===== src/rtl/reg_file_wb_arbiter.sv =====
// rtl/reg_file_wb_arbiter.sv - round-robin arbiter for the register file write port
// Optional x0/pending scoreboard enabled by WB_SCOREBOARD_EN.
module reg_file_wb_arbiter #(
  parameter int NUM_REQ = 3,
  parameter int ADDR_W  = 5,
  parameter int DATA_W  = 32,
  parameter int CNT_W   = 16
) (
  input  logic                         clk,
  input  logic                         rst_n,
  input  logic                         hold,
  input  logic [NUM_REQ-1:0]           req_valid,
  input  logic [NUM_REQ*ADDR_W-1:0]    req_rd,
  input  logic [NUM_REQ*DATA_W-1:0]    req_data,
`ifdef WB_SCOREBOARD_EN
  input  logic                         alloc_valid,
  input  logic [ADDR_W-1:0]            alloc_rd,
  output logic [(2**ADDR_W)-1:0]       pending,
`endif
  output logic [NUM_REQ-1:0]           req_ready,
  output logic                         w_en,
  output logic [ADDR_W-1:0]            rd,
  output logic [DATA_W-1:0]            rdv,
  output logic [$clog2(NUM_REQ)-1:0]   grant_id,
  output logic [CNT_W-1:0]             drop_cnt
);

  localparam int ID_W = $clog2(NUM_REQ);

  logic [ID_W-1:0]   rr_ptr;
  logic [ID_W-1:0]   gnt_idx;
  logic [ID_W-1:0]   next_ptr;
  logic              found;
  logic [ADDR_W-1:0] sel_rd;
  logic [DATA_W-1:0] sel_data;
  int                best_dist;
  int                cur_dist;
  int                win_idx;

  // Winner is the valid requester at the smallest circular distance from rr_ptr.
  always_comb begin
    found     = 1'b0;
    best_dist = NUM_REQ;
    cur_dist  = 0;
    win_idx   = 0;
    sel_rd    = '0;
    sel_data  = '0;
    for (int i = 0; i < NUM_REQ; i++) begin
      cur_dist = i - int'(rr_ptr);
      if (cur_dist < 0) cur_dist = cur_dist + NUM_REQ;
      if (rst_n && !hold && req_valid[i] && (cur_dist < best_dist)) begin
        found     = 1'b1;
        best_dist = cur_dist;
        win_idx   = i;
        sel_rd    = req_rd[i*ADDR_W +: ADDR_W];
        sel_data  = req_data[i*DATA_W +: DATA_W];
      end
    end
  end

  always_comb begin
    req_ready = '0;
    for (int i = 0; i < NUM_REQ; i++) begin
      req_ready[i] = found && (win_idx == i);
    end
  end

  assign gnt_idx  = ID_W'(win_idx);
  assign next_ptr = (win_idx == NUM_REQ - 1) ? '0 : ID_W'(win_idx + 1);

  always_ff @(posedge clk or negedge rst_n) begin
    if (!rst_n) begin
      w_en     <= 1'b0;
      rd       <= '0;
      rdv      <= '0;
      grant_id <= '0;
      rr_ptr   <= '0;
      drop_cnt <= '0;
    end else begin
      w_en <= 1'b0;
      if (found) begin
        rd       <= sel_rd;
        rdv      <= sel_data;
        grant_id <= gnt_idx;
        rr_ptr   <= next_ptr;
        if (sel_rd != '0) begin
          w_en <= 1'b1;
        end else if (drop_cnt != {CNT_W{1'b1}}) begin
          drop_cnt <= drop_cnt + CNT_W'(1);
        end
      end
    end
  end

`ifdef WB_SCOREBOARD_EN
  logic [(2**ADDR_W)-1:0] pending_nxt;

  // Allocation is applied after the clear so a same-cycle re-allocation survives.
  always_comb begin
    pending_nxt = pending;
    if (w_en) pending_nxt[rd] = 1'b0;
    if (alloc_valid) pending_nxt[alloc_rd] = 1'b1;
    pending_nxt[0] = 1'b0;
  end

  always_ff @(posedge clk or negedge rst_n) begin
    if (!rst_n) begin
      pending <= '0;
    end else begin
      pending <= pending_nxt;
    end
  end
`else
  // Default build carries no pending-register tracking.
`endif

endmodule


===== config.mk =====
export PLATFORM = sky130hd
export DESIGN_NAME = reg_file_wb_arbiter
export DESIGN_NICKNAME = d
export VERILOG_FILES = /design/src/rtl/reg_file_wb_arbiter.sv
export SDC_FILE = /design/constraint.sdc
export NUM_CORES = 1
export LEC_CHECK = 0
export BUFFER_PORTS_ARGS = -buffer_cell sky130_fd_sc_hd__buf_2
export CORE_AREA = 2 2 123 125
export CTS_CLUSTER_SIZE = 10
export DETAILED_ROUTE_END_ITERATION = 10
export DIE_AREA = 0 0 125 127
export GPL_TIMING_DRIVEN = 0
export PLACE_DENSITY_LB_ADDON = 0.12
export SLEW_MARGIN = 10
export SYNTH_ARGS = -nofsm -noshare
export SYNTH_HDL_FRONTEND = slang
export SYNTH_SLANG_ARGS = --single-unit

===== constraint.sdc =====
create_clock -name clk -period 6.4 [get_ports clk]
set_input_delay 0.64 -clock clk [delete_from_list [all_inputs] [get_ports clk]]
set_output_delay 0.64 -clock clk [all_outputs]
set_load 0.02 [all_outputs]

==> impl_metrics.py, run 1 <==
metrics = {
    "layout": {
        "final_core_utilization": 0.338,
        "area.growth.synth_to_final_pct": 41.4,
        "final_std_cell_area_no_fill_um2": 4870,
        "post_route_cells_drive_above_1_share": 0.352,
        "finish.cell_count_without_fillers": 792,
        "finish.net_count": 733,
        "num_antenna_cells": 0,
    },
    "sta": {
        "final_count_of_hold_timing_violations": 0,
        "clock.fmax_mhz": 168,
        "tns_setup_ns": 0,
        "final.period_utilization": 0.929,
        "final.hold.worst_slack_ns": 0.105,
        "finalWorstPathRequiredPeriod_ns": 5.95,
        "tightestPinTransition_ns": 0.556,
        "final.setup_skew_ns": 0.00468,
        "final-max-slew-violation-count": 0,
        "rsz0062_at_grt": "no",
        "max-slew-margin-rel": 0.628,
        "finalSetupViolCount": 0,
    },
    "power_and_ir_drop": {
        "vdd_ir_max_v": 0.000142,
        "power.leakage_nw": 2.47,
        "power_density_nw_per_um2": 411,
    },
    "worst_hold_path": {
        "hp-class": "primary input to asynchronous set/reset pin",
    },
    "grt": {
        "grt_util_all_layers": 0.158,
        "global_route.overflow_total": 0,
        "first_global_vias": 3750,
        "antenna_found_initial": 0,
        "grt_max_degree": 60,
        "global_route_wire_length_before_repair_mm": 19.7,
    },
    "floorplan": {
        "core_area_um2": 14400,
        "die_h_um": 127,
        "fp.dieW_um": 125,
        "die_area_um2": 15900,
        "floorplan.io_pins": 176,
        "rows": 44,
        "start_util": 0.239,
    },
    "worst_setup_path": {
        "reg2reg_slack_ns": 0.96,
        "rr_worst_depth": 19,
        "critPathCapture": "req_ready[0]",
        "worst-setup-path-type": "flop to output pin",
        "timing.critical_path.from": "grant_id[0]$_DFFE_PN0P_",
        "regToRegEndpoint": "drop_cnt[13]$_DFFE_PN0P_",
        "cp-end-kind": "output pin",
        "critical_path.cell_chain": "inv_1 > ha_1 > and2_1 > ha_1 > o21ai_0 > o21ba_2 > nand2b_1 > clkbuf_1 > clkbuf_1 > o21ai_0 > ha_1 > a21o_1 > a21oi_2 > o2111ai_2 > nor2_4 > clkbuf_1 > nor3_1 > buf_2",
        "critPathBufInv": 5,
        "path_depth": 18,
        "worst-endpoint-arrival_ns": 5.31,
        "element_type_at_the_critical_path_start": "flop",
        "crit_path_max_fanout": 10,
        "reg2reg_from": "grant_id[0]$_DFFE_PN0P_",
        "required_ns": 5.76,
        "critical-path-max-stage-delay_ns": 0.50,
        "critical-path-top-delay-family": "buffers and inverters",
        "critical-path-slowest-cell": "sky130_fd_sc_hd__dfrtp_1",
    },
    "synthesis": {
        "post_synthesis_compound_gate_area_fraction": 0.201,
        "post_synth_and_or_nand_nor_area_fraction": 0.246,
        "yosys_warnings": 0,
        "synth.top_cells.by_area": "sky130_fd_sc_hd__dfrtp_1, sky130_fd_sc_hd__nand2_1, sky130_fd_sc_hd__a21oi_1, sky130_fd_sc_hd__o21ai_0, sky130_fd_sc_hd__ha_1",
        "synthFlopType": "sky130_fd_sc_hd__dfrtp_1",
        "post-synth-top-count-cell": "sky130_fd_sc_hd__nand2_1",
        "post_synth_num_cell_types": 48,
        "synth_area_per_cell_um2": 8.29,
        "post_synth_instance_area_um2": 3450,
        "synth_largest_type_area_fraction": 0.414,
        "yosys.area_share.xor_xnor": 0.0381,
        "top_cells_by_count_synth": "sky130_fd_sc_hd__nand2_1, sky130_fd_sc_hd__a21oi_1, sky130_fd_sc_hd__dfrtp_1",
        "synth-edff-count": 0,
        "synthArstFlopShare": 1.00,
        "synth_top_family_by_area": "simple AND/OR/NAND/NOR gates",
        "fraction_of_synthesized_area_in_multiplexers": 0.00980,
        "yosysTopAreaCell": "sky130_fd_sc_hd__dfrtp_1",
        "synth_adder_area_share": 0.0472,
        "ys_seq_elements": 57,
        "seq_area_frac_synth": 0.414,
        "syn_nets": 546,
        "syn_inst": 416,
    },
    "flow_run": {
        "drv_cap": 0,
    },
    "route": {
        "avgViaCountPerCell": 4.62,
        "drt_first_pass_iters": 4,
        "antenna_left": 0,
        "detail_route.iter0.violations": 105,
        "post_drt_wl_per_cell_um": 15.6,
        "route.vias.total": 3656,
        "remaining_drc_errors": 0,
        "routed_wl_mm": 12.3,
    },
    "clock_tree": {
        "cts-root-buf": "sky130_fd_sc_hd__clkbuf_16",
        "insertion_delay_ns": 0.33,
        "cts_buffer_depth": 2,
        "htree_levels": 3,
        "cts_inserted_buffers": 9,
        "post_cts_resize_count": 0,
        "post_cts_hold_buffer_count": 0,
        "clk_transition_reported_paths_ns": 0.05,
        "post-cts-setup-buffers": 0,
        "tritoncts": "yes",
        "cts_num_sinks": 57,
    },
    "place": {
        "buffer_ports.inserted": 175,
        "dp_hpwl_mm": 9.47,
        "globalplace.congestion": 0.818,
        "place_inst": 776,
        "dpl-instance-area_um2": 4580,
    },
    "run_status": {
        "status": "finished clean",
    },
}
[cell families (layout without fill, tap and decap cells)]
family	Yosys count	in the layout
simple gates	172	172
xor+xnor	15	15
flops	57	57
compound gates	123	123
other cells	1	1
buf+inv	33	225
mux	2	2
fa+ha+maj	13	13
[stage by stage]
stage / total power (W) / worst slack [ns]
2_1_floorplan: 0.00119 / 1.75
3_3_place_gp: 0.00153 / -0.462
3_5_place_dp: 0.00154 / 0.447
4_1_cts: 0.00203 / 0.390
5_1_grt: 0.00216 / 0.125
6_report: 0.00200 / 0.452
[per-layer routing]
metal,wire length (um),vias up,global-route usage
met5,0,-,0
met4,229,0,0.0595
met3,828,14,0.0444
met2,5760,131,0.257
met1,5520,1701,0.200
li1,-,1810,-
[worst min path at each step]
stage                            start                        to  slack, ns  cells past startpoint
2_1_floorplan                    rst_n   drop_cnt[0]$_DFFE_PN0P_       0.34                      0
3_5_place_dp                     rst_n            w_en$_DFF_PN0_       0.45                      1
4_1_cts                          rst_n  drop_cnt[11]$_DFFE_PN0P_       0.09                      1
6_report                         rst_n  drop_cnt[11]$_DFFE_PN0P_       0.10                      1
5_1_grt                          rst_n  drop_cnt[11]$_DFFE_PN0P_       0.09                      1
3_3_place_gp   grant_id[1]$_DFFE_PN0P_   grant_id[1]$_DFFE_PN0P_       0.46                      1
[cell usage in the layout, fill, tap and decap left out, types with 4 or more instances in the layout]
cell,n
sky130_fd_sc_hd__and3_1,8
sky130_fd_sc_hd__clkbuf_1,26
sky130_fd_sc_hd__dfrtp_1,57
sky130_fd_sc_hd__clkbuf_16,9
sky130_fd_sc_hd__inv_1,6
sky130_fd_sc_hd__xor2_1,12
sky130_fd_sc_hd__nor3_2,7
sky130_fd_sc_hd__o21ai_0,34
sky130_fd_sc_hd__nor3_1,4
sky130_fd_sc_hd__ha_1,13
sky130_fd_sc_hd__a21oi_1,72
sky130_fd_sc_hd__a221o_1,5
sky130_fd_sc_hd__nand3b_1,5
sky130_fd_sc_hd__nand3_1,6
sky130_fd_sc_hd__nor2_1,15
sky130_fd_sc_hd__nand2_1,105
sky130_fd_sc_hd__buf_2,174
[sequential cells by signal (all words and copies together) (netlist names)]
signal and flops:
rdv 32, grant_id 2, drop_cnt 16, w_en 1, rd 5, rr_ptr 1
[worst register-to-register path, cell delays in order (launching register included)]
cell,delay (ns)
sky130_fd_sc_hd__dfrtp_1,0.50
sky130_fd_sc_hd__inv_1,0.14
sky130_fd_sc_hd__ha_1,0.28
sky130_fd_sc_hd__and2_1,0.20
sky130_fd_sc_hd__ha_1,0.29
sky130_fd_sc_hd__o21ai_0,0.11
sky130_fd_sc_hd__o21ba_2,0.27
sky130_fd_sc_hd__nand2b_1,0.21
sky130_fd_sc_hd__clkbuf_1,0.47
sky130_fd_sc_hd__clkbuf_1,0.49
sky130_fd_sc_hd__o21ai_0,0.16
sky130_fd_sc_hd__ha_1,0.31
sky130_fd_sc_hd__a21o_1,0.19
sky130_fd_sc_hd__a21oi_2,0.14
sky130_fd_sc_hd__o2111ai_2,0.17
sky130_fd_sc_hd__nor2_4,0.32
sky130_fd_sc_hd__mux2i_4,0.54
sky130_fd_sc_hd__buf_4,0.29
sky130_fd_sc_hd__nand3b_1,0.15
sky130_fd_sc_hd__xnor2_1,0.12
[layout make-up]
cell class | count | area [um^2]
plain buffers | 27 | 124
clock buffers | 13 | 250
clock inverters | 3 | 40.0
fillers | 1618 | 9550
inverters | 6 | 22.5
multi-input cells | 326 | 1870
flip-flops and latches | 57 | 1430
well taps | 184 | 230
repair buffers | 176 | 906
[where the power goes]
group / internal, W / leakage [nW] / switching, W
Clock: 0.000311 / 0.144 / 0.000168
Combinational: 0.000325 / 1.61 / 0.000587
Sequential: 0.000506 / 0.717 / 0.000105
Note: power is estimated with default switching activity, not from simulation.
==> run 2: changes to the inputs <==
Settings changed: PLACE_DENSITY set to 0.47, PLACE_DENSITY_LB_ADDON 0.12 to unset.
Clock period 6.4 ns to 6.7 ns, I/O delays scaled along.
==> run 2 against run 1 <==
Compared with the run above:
- flip-flop and latch count stayed put
- routed wire length is 3.7% lower
- cell count is 0.13% lower
- final area is 0.15% higher
- core utilization is 0.052 points higher
- worst setup slack better by 0.29 ns
- critical path depth stayed put
- non-clock buffer count is 1 lower
- largest power group unchanged
==> impl_metrics.py, run 2 (synthesis results as in run 1) <==
metrics = {
    "power_and_ir_drop": {
        "power_density_nw_per_um2": 399,
        "vdd_ir_max_v": 0.000121,
        "power.leakage_nw": 2.48,
        "finalPower_w": 0.00195,
    },
    "sta": {
        "final.period_utilization": 0.889,
        "finalSetupViolCount": 0,
        "final-max-slew-violation-count": 0,
        "rsz0062_at_grt": "no",
        "tightestPinTransition_ns": 0.594,
        "clock.fmax_mhz": 168,
        "final.hold.worst_slack_ns": 0.332,
        "max-slew-margin-rel": 0.604,
        "finalWorstPathRequiredPeriod_ns": 5.96,
        "final.setup_skew_ns": 0.00721,
        "final_count_of_hold_timing_violations": 0,
    },
    "clock_tree": {
        "cts_buffer_depth": 2,
        "post-cts-setup-buffers": 0,
        "post_cts_hold_buffer_count": 0,
        "htree_levels": 3,
        "clk_transition_reported_paths_ns": 0.05,
        "tritoncts": "yes",
        "cts-root-buf": "sky130_fd_sc_hd__clkbuf_16",
        "cts_inserted_buffers": 9,
        "cts_num_sinks": 57,
        "insertion_delay_ns": 0.32,
    },
    "layout": {
        "final_std_cell_area_no_fill_um2": 4880,
        "sequential_cell_area_um2": 1430,
        "fillers": 1562,
        "number_of_flip_flops_in_the_largest_register": 32,
        "footprint_of_the_multi_input_gates_um2": 1870,
        "post_route_cells_drive_above_1_share": 0.354,
        "area.growth.synth_to_final_pct": 41.6,
        "registers_with_the_most_flip_flops": "rdv x32, drop_cnt x16, rd x5",
        "num_antenna_cells": 0,
        "final_common_cell": "sky130_fd_sc_hd__buf_2",
        "highest_count_cells_in_the_layout_ignoring_fill_and_taps": "sky130_fd_sc_hd__buf_2, sky130_fd_sc_hd__nand2_1, sky130_fd_sc_hd__a21oi_1, sky130_fd_sc_hd__dfrtp_1, sky130_fd_sc_hd__o21ai_0",
        "regMostFlops": "rdv",
        "finish.cell_count_without_fillers": 791,
        "finish.net_count": 732,
    },
    "flow_run": {
        "drv_cap": 0,
    },
    "route": {
        "detail_route.iter0.violations": 132,
        "remaining_drc_errors": 0,
        "routed_wl_mm": 11.9,
        "route.vias.total": 3677,
        "antenna_left": 0,
        "post_drt_wl_per_cell_um": 15.0,
        "avgViaCountPerCell": 4.65,
        "drt_first_pass_iters": 4,
    },
    "floorplan": {
        "floorplan.io_pins": 176,
        "fp.dieW_um": 125,
        "core_area_um2": 14400,
        "die_area_um2": 15900,
        "die_h_um": 127,
        "start_util": 0.239,
        "rows": 44,
    },
    "place": {
        "place_inst": 775,
        "buffer_ports.inserted": 175,
        "dpl-instance-area_um2": 4560,
        "globalplace.congestion": 0.808,
        "dp_hpwl_mm": 9.23,
    },
    "worst_setup_path": {
        "regToRegEndpoint": "drop_cnt[15]$_DFFE_PN0P_",
        "element_type_at_the_critical_path_start": "primary input",
        "cp-end-kind": "output pin",
        "worst-setup-path-type": "primary input to output pin",
        "rr_worst_depth": 19,
        "critical_path.cell_chain": "buf_6 > nand3b_1 > nor2_1 > ha_1 > o21ai_0 > o21ba_2 > nand2b_1 > clkbuf_1 > clkbuf_1 > o21ai_0 > ha_1 > a21o_1 > a21oi_2 > o2111ai_2 > nor2_4 > clkbuf_1 > nor3_1 > buf_2",
        "critical-path-max-stage-delay_ns": 0.50,
        "reg2reg_slack_ns": 1.31,
        "crit_path_max_fanout": 61,
        "worst-endpoint-arrival_ns": 5.29,
        "critical-path-slowest-cell": "sky130_fd_sc_hd__clkbuf_1",
        "reg2reg_from": "grant_id[0]$_DFFE_PN0P_",
        "crit_top_cell": "sky130_fd_sc_hd__clkbuf_1",
        "required_ns": 6.03,
    },
    "grt": {
        "antenna_found_initial": 0,
        "grt_util_all_layers": 0.151,
        "global_route.overflow_total": 0,
        "global_route_wire_length_before_repair_mm": 19.2,
        "grt_max_degree": 62,
        "first_global_vias": 3825,
    },
    "run_status": {
        "status": "finished clean",
    },
    "worst_hold_path": {
        "hp-class": "primary input to asynchronous set/reset pin",
    },
}
-- run 2: through the flow --
step / utilization / setup WS, ns / TNS [ns]
2_1_floorplan: - / 2.02 / 0
3_3_place_gp: 0.316 / -0.145 / -0.405
3_5_place_dp: 0.316 / 0.406 / 0
5_1_grt: 0.338 / 0.173 / 0
4_1_cts: 0.338 / 0.406 / 0
6_report: 0.338 / 0.744 / 0
-- run 2: layer usage --
layer | vias up | GRT usage | share of wire
met3 | 14 | 0.0331 | 0.056
met4 | 0 | 0.0458 | 0.015
met5 | - | 0 | 0
met2 | 131 | 0.257 | 0.47
li1 | 1804 | - | -
met1 | 1728 | 0.193 | 0.45
-- run 2: power breakdown --
| group | leakage, nW | total, W | internal [W] | switching [W] |
|---|---|---|---|---|
| clock network | 0.159 | 0.000500 | 0.000335 | 0.000165 |
| logic | 1.60 | 0.000868 | 0.000309 | 0.000559 |
| registers | 0.717 | 0.000578 | 0.000483 | 0.0000954 |
| total | 2.48 | 0.00195 | 0.00113 | 0.000820 |
-- run 2: critical path, delay by kind of cell --
kind	cells	cell delay [ns]
AO/OA/AOI/OAI	6	1.06
adder cells (fa/ha/maj)	2	0.52
AND/OR/NAND/NOR	5	1.08
buffers and inverters	5	1.93
-- run 2: how the worst max path moves through the flow --
stage	from	end	slack, ns	depth (start not counted)
after floorplan	grant_id[0]$_DFFE_PN0P_	req_ready[0]	2.02	16
final	rst_n	req_ready[0]	0.74	18
after detailed placement	rst_n	req_ready[0]	0.41	18
after CTS	rst_n	req_ready[0]	0.41	18
after global placement	rst_n	req_ready[0]	-0.15	18
after global routing	rst_n	req_ready[0]	0.17	18
-- run 2: timing repair --
item | 4_1_cts | 5_1_grt
endpoints found under the hold margin | 0 | 0
setup endpoints to repair | 0 | 3
resized for setup | 0 | 1
-- run 2: layout make-up --
type | instances | share of cell area
Buffer | 27 | 0.0254
Clock buffer | 11 | 0.0497
Clock inverter | 5 | 0.0161
Inverter | 6 | 0.00461
Multi-Input combinational cell | 326 | 0.384
Sequential cell | 57 | 0.292
Tap cell | 184 | 0.0472
Timing Repair Buffer | 175 | 0.181
